File: src/rtl/avg_pix_filter.sv
// avg_pix_filter: two-stage pipelined 3x3 centre-weighted smoothing kernel.
//   new_color = (8*orig + a+b+c+d+e+f+g+h) >> 4, truncated, never saturated.
// Build option: define AVG_PIX_RGB332_EN to filter each RGB332 channel
// (R=[7:5], G=[4:2], B=[1:0]) independently instead of the whole byte.
// Latency is exactly 2 cycles; new_color holds its last valid value.
module avg_pix_filter #(
  parameter int PIX_W = 8
) (
  input  logic             clk,
  input  logic             rst,
  input  logic             in_valid,
  input  logic [PIX_W-1:0] a,
  input  logic [PIX_W-1:0] b,
  input  logic [PIX_W-1:0] c,
  input  logic [PIX_W-1:0] d,
  input  logic [PIX_W-1:0] e,
  input  logic [PIX_W-1:0] f,
  input  logic [PIX_W-1:0] g,
  input  logic [PIX_W-1:0] h,
  input  logic [PIX_W-1:0] orig,
  output logic             out_valid,
  output logic [PIX_W-1:0] new_color
);

  logic [PIX_W-1:0] nb [8];
  logic             v1_q;
  logic [PIX_W-1:0] res;

  // Gather the neighbours so the adder tree can be written as a loop
  always_comb begin
    nb = '{a, b, c, d, e, f, g, h};
  end

`ifdef AVG_PIX_RGB332_EN

  // Per-channel accumulators sized for 8*max + 8*max (R/G: 112, B: 48)
  logic [6:0] r_d, r_q;
  logic [6:0] g_d, g_q;
  logic [5:0] b_d, b_q;

  // Stage 1 combinational: weighted sums per channel, no cross-channel carry
  always_comb begin
    r_d = 7'({orig[7:5], 3'b000});
    g_d = 7'({orig[4:2], 3'b000});
    b_d = 6'({orig[1:0], 3'b000});
    for (int unsigned i = 0; i < 8; i++) begin
      r_d = r_d + 7'(nb[i][7:5]);
      g_d = g_d + 7'(nb[i][4:2]);
      b_d = b_d + 6'(nb[i][1:0]);
    end
  end

  // Stage 1 registers: channel sums and valid
  always_ff @(posedge clk or posedge rst) begin
    if (rst) begin
      v1_q <= 1'b0;
      r_q  <= '0;
      g_q  <= '0;
      b_q  <= '0;
    end else begin
      v1_q <= in_valid;
      if (in_valid) begin
        r_q <= r_d;
        g_q <= g_d;
        b_q <= b_d;
      end
    end
  end

  // Divide by 16 per channel and repack
  always_comb begin
    res = {3'(r_q >> 4), 3'(g_q >> 4), 2'(b_q >> 4)};
  end

`else

  // 12-bit accumulator: 8*255 + 8*255 = 4080 fits without overflow
  localparam int ACC_W = PIX_W + 4;

  logic [ACC_W-1:0] acc_d, acc_q;

  // Stage 1 combinational: 8*orig plus the eight neighbours
  always_comb begin
    acc_d = ACC_W'({orig, 3'b000});
    for (int unsigned i = 0; i < 8; i++) begin
      acc_d = acc_d + ACC_W'(nb[i]);
    end
  end

  // Stage 1 registers: weighted sum and valid
  always_ff @(posedge clk or posedge rst) begin
    if (rst) begin
      v1_q  <= 1'b0;
      acc_q <= '0;
    end else begin
      v1_q <= in_valid;
      if (in_valid) begin
        acc_q <= acc_d;
      end
    end
  end

  // Divide by 16, truncating; the quotient always fits in PIX_W bits
  always_comb begin
    res = PIX_W'(acc_q >> 4);
  end

`endif

  // Stage 2 registers: result updates only on valid, so it holds between windows
  always_ff @(posedge clk or posedge rst) begin
    if (rst) begin
      out_valid <= 1'b0;
      new_color <= '0;
    end else begin
      out_valid <= v1_q;
      if (v1_q) begin
        new_color <= res;
      end
    end
  end

endmodule

File: config.mk
export PLATFORM = sky130hd
export DESIGN_NAME = avg_pix_filter
export DESIGN_NICKNAME = d
export VERILOG_FILES = /design/src/rtl/avg_pix_filter.sv
export SDC_FILE = /design/constraint.sdc
export NUM_CORES = 1
export LEC_CHECK = 0
export BUFFER_PORTS_ARGS = -buffer_cell sky130_fd_sc_hd__buf_2
export CAP_MARGIN = 20
export CELL_PAD_IN_SITES_DETAIL_PLACEMENT = 0
export CELL_PAD_IN_SITES_GLOBAL_PLACEMENT = 1
export CORE_UTILIZATION = 39
export DETAILED_ROUTE_END_ITERATION = 7
export PLACE_DENSITY_LB_ADDON = 0.1
export RECOVER_POWER = 50
export SYNTH_ARGS = -nofsm -noshare
export SYNTH_HDL_FRONTEND = slang
export SYNTH_SLANG_ARGS = --single-unit
export TNS_END_PERCENT = 1
File: constraint.sdc
create_clock -name clk -period 1.3 [get_ports clk]
set_input_delay 0.13 -clock clk [delete_from_list [all_inputs] [get_ports clk]]
set_output_delay 0.13 -clock clk [all_outputs]
set_load 0.01 [all_outputs]
After elaboration in Yosys (flattened, before gate mapping)
Cells that the tools add are included.
{ "totals": {"reg_bits": 22, "inputBits": 75, "output_inout_bits": 9} }
{ "classes": {"addsub": 8} }
{ "ops": {"columns": ["operator", "count"], "rows": [
  ["12-bit by 8-bit adder with 12-bit output", 7],
  ["11-bit by 8-bit adder with 12-bit output", 1]
]} }

Depth between registers and ports, before layout
Gate-level depths: netlist of the first run.
{ "depth": {"ltp_word": 8, "depth_mapped": 14} }

Worst setup path before layout of the first run
No wires, ideal clock.
{ "synth_path": {"kind": "input -> register", "from": "in a[4]", "to": "reg acc_q[8]", "setup_ns": 0.126, "t_arrival_ns": 3.676, "required_ns": 1.174, "slack_ns": -2.502, "path_stages": 13, "path_buffers": 0, "cell_sequence": "inv_1 -> fa_1 -> inv_1 -> fa_1 -> fa_1 -> inv_1 -> fa_1 -> inv_1 -> ha_1 -> a21o_1 -> a221oi_2 -> nor3_1 -> o32a_1"} }
{ "synth_via": {"elab_chain_len": 8} }
{ "synth_lines": {"columns": ["item", "line_no", "text"], "rows": [
  ["from (decl)", "12", "input logic [PIX_W-1:0] a,"],
  ["11-bit by 8-bit adder with 12-bit output", "86", "acc_d = acc_d + ACC_W'(nb[i]);"],
  ["12-bit by 8-bit adder with 12-bit output (7 in series)", "86", null],
  ["to (signal assigned)", "94", "acc_q <= '0;"],
  ["to (signal assigned)", "98", "acc_q <= acc_d;"],
  ["to (decl)", "80", "logic [ACC_W-1:0] acc_d, acc_q;"]
]} }
No other way between the ends.
A chain may end at the register's enable or synchronous reset.

Worst setup path in the final report of the first run
{ "layout_path": {"from": "in orig[0]", "to": "reg acc_q[8]"} }
{ "layout_via": {"elab_chain_len": 8} }
{ "layout_lines": {"columns": ["item", "line_no", "text"], "rows": [
  ["from (decl)", "20", "input logic [PIX_W-1:0] orig,"],
  ["11-bit by 8-bit adder with 12-bit output", "86", null],
  ["12-bit by 8-bit adder with 12-bit output (7 in series)", "86", null]
]} }
No other way between the ends.

==> impl_metrics.json, run 1 <==
{
  "violations": "setup timing",
  "firstDrtPassIters": 4,
  "fp.dieW_um": 83.4,
  "p_sw_uw": 3800,
  "powerDensity_nw_per_um2": 2570,
  "syn_to_final_growth_pct": 31.8,
  "period_share": 2.65,
  "worstPathArrival_ns": 3.58,
  "finClkSkew_ns": 0.00231,
  "synth_area_sq_um": 2580,
  "internal_power_uw": 4940,
  "cts_inserted_buffers": 3,
  "fill_cells": 636,
  "viasPerCell": 4.62,
  "min_delay_path_depth": 1,
  "drv_slew": 0,
  "finalNonFillerCells": 432,
  "port-buffer-count": 83,
  "clock_latency_ns": 0.25,
  "cp-start-kind": "input port",
  "cp_max_fo": 6,
  "io-pin-count": 84,
  "maxCapViolations": 0,
  "ctsRootBufferMaster": "clkbuf_8",
  "synth-edff-count": 0,
  "async_flop_share": 1.00,
  "vias": 1995,
  "wl_per_cell_um": 10.6,
  "endpoint_kind": "register",
  "grt_usage": 0.153,
  "numClockSinks": 18,
  "rows": 29,
  "timing.fmax_ghz": 0.291,
  "hold_viol_final": 0,
  "synthDominantCellAreaShare": 0.396,
  "yosysSeqAreaShare": 0.175,
  "setup_ws_ns": -2.14,
  "final_util": 0.533,
  "netlist_top_cells_count": "inv_1, fa_1, dfrtp_1",
  "syn_area_per_cell_sq_um": 10.2,
  "path_clk_slew_ns": 0.06,
  "nNetsFinal": 498,
  "cellLeakagePower_uw": 0.00186,
  "drtAntennaViolNets": 0,
  "critical_path_class": "in -> reg",
  "clockBufferDepth": 2,
  "power_frac_seq": 0.112,
  "hold_slack_ns": 0.130,
  "cts_tree": "built",
  "synthCells": 254,
  "setup_violations": 8,
  "core_area_sq_um": 6390,
  "die_area_sq_um": 6950,
  "combPwrFrac": 0.836,
  "ys_types": 42,
  "drive_gt1_frac": 0.406,
  "die_h_um": 83.4,
  "ff2ff_path_depth": 1,
  "synth_nets": 396,
  "fin_tns_setup_ns": -16.36,
  "drt_iter0_markers": 38,
  "worst_pin_slew_ns": 0.449,
  "num_antenna_cells": 0,
  "initial_core_util": 0.404,
  "yosysMostFrequentCell": "inv_1",
  "period_needed_ns": 3.44,
  "synth_seq_cells": 18,
  "numPlacedInstances": 427,
  "totalWireLength_um": 4580,
  "synth_ff_type": "dfrtp_1",
  "critPathRequiredTime_ns": 1.44,
  "overflow": 0,
  "cts-htree-levels": 1,
  "drc_errors": 0,
  "rsz0062_at_grt": "yes",
  "power_frac_clock": 0.051,
  "ys_warn_count": 0,
  "hold_path.class": "in -> reg",
  "antenna_found_initial": 0,
  "status": "finished, violations left",
  "peakVddDrop_mv": 1.36,
  "grt_first_pass_wirelength_um": 8690,
  "synth_top_area_cell": "fa_1",
  "hpwl_um": 4020,
  "grt_max_degree": 19,
  "slew_headroom": 0.701,
  "first_global_vias": 2091,
  "swShare": 0.435,
  "globalplace.congestion": 0.744,
  "synth_area_leaders": "fa_1, dfrtp_1, inv_1"
}
==> registers in the layout, indices dropped and copies added (netlist names) <==
| signal | cells |
|---|---|
| v1_q | 1 |
| acc_q | 8 |
| new_color | 8 |
| out_valid | 1 |
==> layout by cell type, fill, tap and decap left out, drive strengths merged, types with 2 or more instances in the layout <==
cell type / count
nor3: 2
nand3: 4
a221oi: 2
o211ai: 3
buf: 102
nand2: 7
o221ai: 2
and3: 3
ha: 16
nor2: 4
dfrtp: 18
nand3b: 2
inv: 91
nand2b: 3
fa: 51
a21oi: 4
a21o: 3
xnor2: 2
nand4: 2
o21ai: 2
clkbuf: 5
mux2: 11
==> worst paths after layout <==
path | from | endpoint | slack [ns]
setup reg to reg | v1_q | new_color[5] | 0.22
hold / removal | in_valid | v1_q | 0.13
min in group asynchronous | rst | new_color[0] | 0.52
max in group asynchronous | rst | new_color[4] | 0.47
setup / recovery | orig[0] | acc_q[8] | -2.14
hold reg to reg | acc_q[5] | acc_q[5] | 0.49
==> power groups by stage <==
stage	Clock (uW)	Combinational, uW	Sequential (uW)
floorplan	0	4810	1010
global placement	0	6770	982
detailed placement	0	6760	986
CTS	472	7210	982
global route	491	8340	1020
finish	449	7310	980
==> repair_timing <==
action	4_1_cts	5_1_grt
resized for setup	15	4
setup endpoints to repair	8	8
setup buffers	0	0
hold buffers	1	0
endpoints found under the hold margin	18	0
pin swaps	28	11
==> cells by family (layout without fill, tap and decap cells) <==
family / after synthesis / after routing / synth area share
adder cells (fa/ha/maj): 67 / 67 / 0.473
AND/OR/NAND/NOR: 33 / 33 / 0.0727
flip-flops: 18 / 18 / 0.175
AO/OA/AOI/OAI: 25 / 25 / 0.0790
multiplexers: 11 / 11 / 0.0494
XOR/XNOR: 2 / 2 / 0.00679
buffers and inverters: 98 / 199 / 0.144
==> per-stage QoR <==
step / setup slack (ns) / cell area, sq um / total power, uW
finish: -2.14 / 3400 / 8740
global route: -2.24 / 3400 / 9850
CTS: -2.14 / 3370 / 8670
detailed placement: -2.52 / 3260 / 7750
global placement: -2.50 / 3260 / 7750
floorplan: -2.31 / 2640 / 5830
==> routing by layer <==
metal	vias up	track usage	wire (um)
met4	0	0.0282	36
met5	-	0	0
met1	966	0.187	1830
met3	4	0.0258	276
met2	54	0.282	2430
li1	971	-	-
==> final cells by class <==
class	instances	area, sq um	share of cell area
tap	77	96.3	0.0283
timing repair buffer	104	592	0.174
inverter	91	349	0.103
multi-input combinational	138	1860	0.547
clock buffer	4	55.1	0.0162
sequential	18	450	0.132
==> worst max-delay path, cell delays in order <==
cell      delay, ns
buf_6          0.09
fa_1           0.55
inv_2          0.04
fa_1           0.48
inv_1          0.06
fa_1           0.55
fa_1           0.42
ha_1           0.27
and3b_2        0.26
a221oi_4       0.31
nor3_1         0.08
o32a_1         0.34
No activity file was read; power rests on OpenSTA's default activity.
==> inputs of run 2 (changes only) <==
--- a/config.mk
+++ b/config.mk
@@ -11,7 +11,7 @@
 export CELL_PAD_IN_SITES_GLOBAL_PLACEMENT = 1
 export CORE_UTILIZATION = 39
 export DETAILED_ROUTE_END_ITERATION = 7
-export PLACE_DENSITY_LB_ADDON = 0.1
+export PLACE_DENSITY = 0.81
 export RECOVER_POWER = 50
 export SYNTH_ARGS = -nofsm -noshare
 export SYNTH_HDL_FRONTEND = slang
==> run 2 against run 1 <==
Against the previous run:
- the run still ends with setup timing left
- combinational power rose by 2%
- die area did not move
- cell area rose by 0.15%
- sequential power fell by 0.6%
- largest cell class unchanged
- via count rose by 0.50%
- fmax fell by 0.25%
- critical path type unchanged
==> impl_metrics.json, run 2 (synthesized netlist as in run 1, its figures left out) <==
{
  "grt_usage": 0.147,
  "syn_to_final_growth_pct": 32.0,
  "critical-path-slowest-cell": "fa_1",
  "period_needed_ns": 3.45,
  "hold_viol_final": 0,
  "viasPerCell": 4.63,
  "setup_violations": 8,
  "path_clk_slew_ns": 0.06,
  "period_share": 2.65,
  "violations": "setup timing",
  "swShare": 0.442,
  "worstPathArrival_ns": 3.58,
  "firstDrtPassIters": 4,
  "worst-path-buf-inv": 5,
  "drv_slew": 0,
  "num_antenna_cells": 0,
  "cp-start-kind": "input port",
  "worst_pin_slew_ns": 0.524,
  "wl_per_cell_um": 10.7,
  "rsz0062_at_grt": "yes",
  "io-pin-count": 84,
  "fp.dieW_um": 83.4,
  "timing.fmax_ghz": 0.290,
  "numPlacedInstances": 427,
  "cp_cell_sequence": "buf_2 > inv_1 > fa_1 > inv_1 > fa_2 > fa_1 > inv_1 > fa_1 > inv_2 > ha_4 > and4b_2 > a221oi_4 > nor3_2 > o32a_1",
  "numClockSinks": 18,
  "nNetsFinal": 499,
  "hold_path.class": "in -> reg",
  "hold_start": "in_valid",
  "cts_inserted_buffers": 3,
  "endpoint_kind": "register",
  "r2r_start": "v1_q",
  "finalNonFillerCells": 433,
  "initial_core_util": 0.404,
  "top_regs": "acc_q (8), new_color (8)",
  "combPwrFrac": 0.840,
  "slowest_delay_ns": 0.53,
  "layout_commonest_cell": "inv_1",
  "peakVddDrop_mv": 1.43,
  "cp_top_family": "adder cells",
  "rrSetupSlack_ns": 0.25,
  "cellLeakagePower_uw": 0.00185,
  "drive_gt1_frac": 0.404,
  "r2r-end": "new_color[0]",
  "hpwl_um": 4080,
  "ctsRootBufferMaster": "clkbuf_8",
  "internal_power_uw": 4940,
  "drt_iter0_markers": 53,
  "clock_latency_ns": 0.25,
  "p_sw_uw": 3910,
  "critPathRequiredTime_ns": 1.43,
  "port-buffer-count": 83,
  "die_h_um": 83.4,
  "core_area_sq_um": 6390,
  "cts_tree": "built",
  "cp_max_fo": 3,
  "first_global_vias": 2115,
  "power_frac_seq": 0.110,
  "grt_first_pass_wirelength_um": 8540,
  "overflow": 0,
  "hold_slack_ns": 0.244,
  "powerDensity_nw_per_um2": 2600,
  "finClkSkew_ns": 0.00259,
  "final_cell_mix": "inv_1, buf_2, fa_1, buf_4, dfrtp_1",
  "slew_headroom": 0.651,
  "critical_path_class": "in -> reg",
  "fill_cells": 584,
  "drtAntennaViolNets": 0,
  "globalplace.congestion": 0.833,
  "post-place-ws_ns": -2.51,
  "power_frac_clock": 0.050,
  "grt_max_degree": 19,
  "maxCapViolations": 0,
  "totalWireLength_um": 4640,
  "antenna_found_initial": 0,
  "drc_errors": 0,
  "vias": 2005,
  "hold-path-endpoint": "v1_q",
  "ff2ff_path_depth": 1,
  "setup_ws_ns": -2.15,
  "min_delay_path_depth": 1,
  "status": "finished, violations left",
  "cts-htree-levels": 1,
  "die_area_sq_um": 6950,
  "rows": 29,
  "clockBufferDepth": 2
}
==> run 2: what timing repair did <==
| action | CTS | global route |
|---|---|---|
| pin swaps | 28 | 8 |
| endpoints found under the hold margin | 18 | 0 |
| hold buffers | 1 | 0 |
| setup endpoints to repair | 8 | 8 |
| resized for setup | 12 | 6 |
| setup buffers | 1 | 0 |
==> run 2: worst max-delay path by stage <==
stage             from   endpoint  slack (ns)  depth (start not counted)
2_1_floorplan     f[6]  acc_q[11]       -2.31                         14
3_3_place_gp      g[4]   acc_q[8]       -2.49                         12
3_5_place_dp      g[4]   acc_q[8]       -2.51                         12
4_1_cts        orig[0]   acc_q[8]       -2.16                         12
5_1_grt           a[5]   acc_q[8]       -2.26                         14
6_report          a[5]   acc_q[8]       -2.15                         14
==> run 2: final cells by class <==
| type | count | area (sq um) | share of cell area |
|---|---|---|---|
| multi-input combinational | 138 | 1860 | 0.546 |
| timing repair buffer | 105 | 596 | 0.175 |
| sequential | 18 | 450 | 0.132 |
| inverter | 91 | 349 | 0.102 |
| tap | 77 | 96.3 | 0.0283 |
| clock buffer | 4 | 55.1 | 0.0162 |
==> run 2: power by group through the flow <==
| stage | Sequential (uW) | Clock (uW) | Combinational, uW |
|---|---|---|---|
| 2_1_floorplan | 1010 | 0 | 4810 |
| 3_3_place_gp | 981 | 0 | 6670 |
| 3_5_place_dp | 987 | 0 | 6770 |
| 4_1_cts | 980 | 462 | 7290 |
| 5_1_grt | 1010 | 476 | 8370 |
| 6_report | 974 | 443 | 7440 |
==> run 2: per-stage QoR <==
step	area, sq um	utilization	TNS (ns)	power [uW]
after global routing	3410	0.534	-17.41	9860
after floorplan	2640	-	-17.82	5830
after CTS	3380	0.529	-16.65	8730
after detailed placement	3260	0.510	-19.37	7750
after global placement	3260	0.510	-19.22	7650
final	3410	0.534	-16.42	8860
==> run 2: routing by layer <==
metal / up-vias / wire length [um] / GRT usage
li1: 969 / - / -
met4: 0 / 31 / 0.0266
met1: 978 / 1990 / 0.187
met2: 54 / 2410 / 0.268
met5: - / 0 / 0
met3: 4 / 204 / 0.0199
==> inputs of run 3 (changes only) <==
--- a/config.mk
+++ b/config.mk
@@ -10,6 +10,7 @@
 export CELL_PAD_IN_SITES_DETAIL_PLACEMENT = 0
 export CELL_PAD_IN_SITES_GLOBAL_PLACEMENT = 1
 export CORE_UTILIZATION = 39
+export CTS_BUF_LIST = sky130_fd_sc_hd__clkbuf_16
 export DETAILED_ROUTE_END_ITERATION = 7
 export PLACE_DENSITY = 0.81
 export RECOVER_POWER = 50
==> run 3 against run 2 <==
Against the previous run:
- the flow still finishes with violations (setup timing)
- sequential share of layout area fell by 0.068 points
- clock skew fell by 0.0014 ns
- critical path type unchanged
- cell count did not move
- clock power rose by 37%
- worst hold slack improved by 0.0059 ns
==> impl_metrics.json, run 3 (synthesized netlist as in run 1, its figures left out) <==
{
  "status": "finished, violations left",
  "violations": "setup timing",
  "nNetsFinal": 499,
  "hold_path.class": "in -> reg",
  "cp-start-kind": "input port",
  "globalplace.congestion": 0.833,
  "firstDrtPassIters": 4,
  "fill_cells": 578,
  "setup_ws_ns": -2.15,
  "layout_commonest_cell": "inv_1",
  "fin_tns_setup_ns": -16.43,
  "drt_iter0_markers": 37,
  "core_area_sq_um": 6390,
  "multi_input_area_sq_um": 1860,
  "ctsRootBufferMaster": "clkbuf_16",
  "critical_path_class": "in -> reg",
  "critPathRequiredTime_ns": 1.43,
  "die_h_um": 83.4,
  "hpwl_um": 4080,
  "p_sw_uw": 3930,
  "drv_slew": 0,
  "power_frac_seq": 0.109,
  "io-pin-count": 84,
  "hold_viol_final": 0,
  "drive_gt1_frac": 0.402,
  "drc_errors": 0,
  "path_clk_slew_ns": 0.05,
  "swShare": 0.436,
  "maxCapViolations": 0,
  "cts_inserted_buffers": 3,
  "syn_to_final_growth_pct": 32.7,
  "drtAntennaViolNets": 0,
  "rsz0062_at_grt": "yes",
  "top_regs": "acc_q (8), new_color (8)",
  "timing.fmax_ghz": 0.290,
  "fp.dieW_um": 83.4,
  "vias": 1997,
  "powerDensity_nw_per_um2": 2630,
  "grt_max_degree": 19,
  "initial_core_util": 0.404,
  "cellLeakagePower_uw": 0.00186,
  "rows": 29,
  "overflow": 0,
  "slew_headroom": 0.652,
  "worst_pin_slew_ns": 0.522,
  "internal_power_uw": 5080,
  "setup_violations": 8,
  "combPwrFrac": 0.824,
  "wl_per_cell_um": 10.8,
  "antenna_found_initial": 0,
  "cts-htree-levels": 1,
  "grt_usage": 0.148,
  "port-buffer-count": 83,
  "clock_latency_ns": 0.25,
  "power_frac_clock": 0.067,
  "num_antenna_cells": 0,
  "cts_tree": "built",
  "period_share": 2.66,
  "final_cell_mix": "inv_1, buf_2, fa_1, buf_4, dfrtp_1",
  "die_area_sq_um": 6950,
  "finClkSkew_ns": 0.00114,
  "cp_max_fo": 3,
  "ff_latch_area_sq_um": 450,
  "worstPathArrival_ns": 3.58,
  "endpoint_kind": "register",
  "clockBufferDepth": 2,
  "peakVddDrop_mv": 1.34,
  "period_needed_ns": 3.45,
  "first_global_vias": 2130,
  "numClockSinks": 18,
  "post-place-ws_ns": -2.51,
  "viasPerCell": 4.61,
  "totalWireLength_um": 4660,
  "grt_first_pass_wirelength_um": 8630
}
run 3: power groups by stage:
stage	Clock, uW	Sequential, uW	Combinational (uW)
detailed placement	0	987	6770
finish	607	982	7420
floorplan	0	1010	4810
CTS	621	985	7390
global route	640	1020	8340
global placement	0	981	6670
run 3: final cells by class:
| cell class | instances | area share |
|---|---|---|
| timing repair buffer | 105 | 0.172 |
| sequential | 18 | 0.132 |
| clock inverter | 1 | 0.00110 |
| multi-input combinational | 138 | 0.543 |
| clock buffer | 3 | 0.0219 |
| tap | 77 | 0.0281 |
| inverter | 91 | 0.102 |
run 3: path summary, 6_finish.rpt:
check / startpoint / end / slack (ns) / depth (start not counted)
max: a[5] / acc_q[8] / -2.15 / 14
max in group asynchronous: rst / acc_q[9] / 0.48 / 4
min reg2reg: new_color[2] / new_color[2] / 0.50 / 1
max reg2reg: v1_q / new_color[5] / 0.25 / 1
min in group asynchronous: rst / new_color[2] / 0.52 / 4
min: in_valid / v1_q / 0.25 / 1
run 3: worst max-delay path, cell delays in order:
cell and delay [ns]:
buf_2 0.08, inv_1 0.04, fa_1 0.53, inv_1 0.06, fa_2 0.47, fa_1 0.51
inv_1 0.05, fa_1 0.49, inv_2 0.04, ha_4 0.20, and4b_2 0.28, a221oi_4 0.29
nor3_2 0.08, o32a_1 0.34
run 3: through the flow:
stage	utilization	instance area, sq um	hold WS (ns)	power [uW]	std cells
2_1_floorplan	-	2640	0.0686	5830	254
3_3_place_gp	0.510	3260	0.149	7650	427
3_5_place_dp	0.510	3260	0.155	7750	427
4_1_cts	0.535	3410	0.127	9000	433
5_1_grt	0.536	3420	0.281	10000	433
6_report	0.536	3420	0.250	9010	433
run 3: layer usage:
layer	vias to the layer above	GRT usage	wire, um
met5	-	0	0
met2	52	0.273	2430
met1	975	0.187	1990
li1	968	-	-
met3	2	0.0258	218
met4	0	0.0172	17
run 3: timing repair:
action,4_1_cts,5_1_grt
pin swaps,30,6
hold endpoints to repair,18,0
setup endpoints to repair,8,8
buffers inserted,1,0
hold buffers,1,0
gates resized for setup,13,4
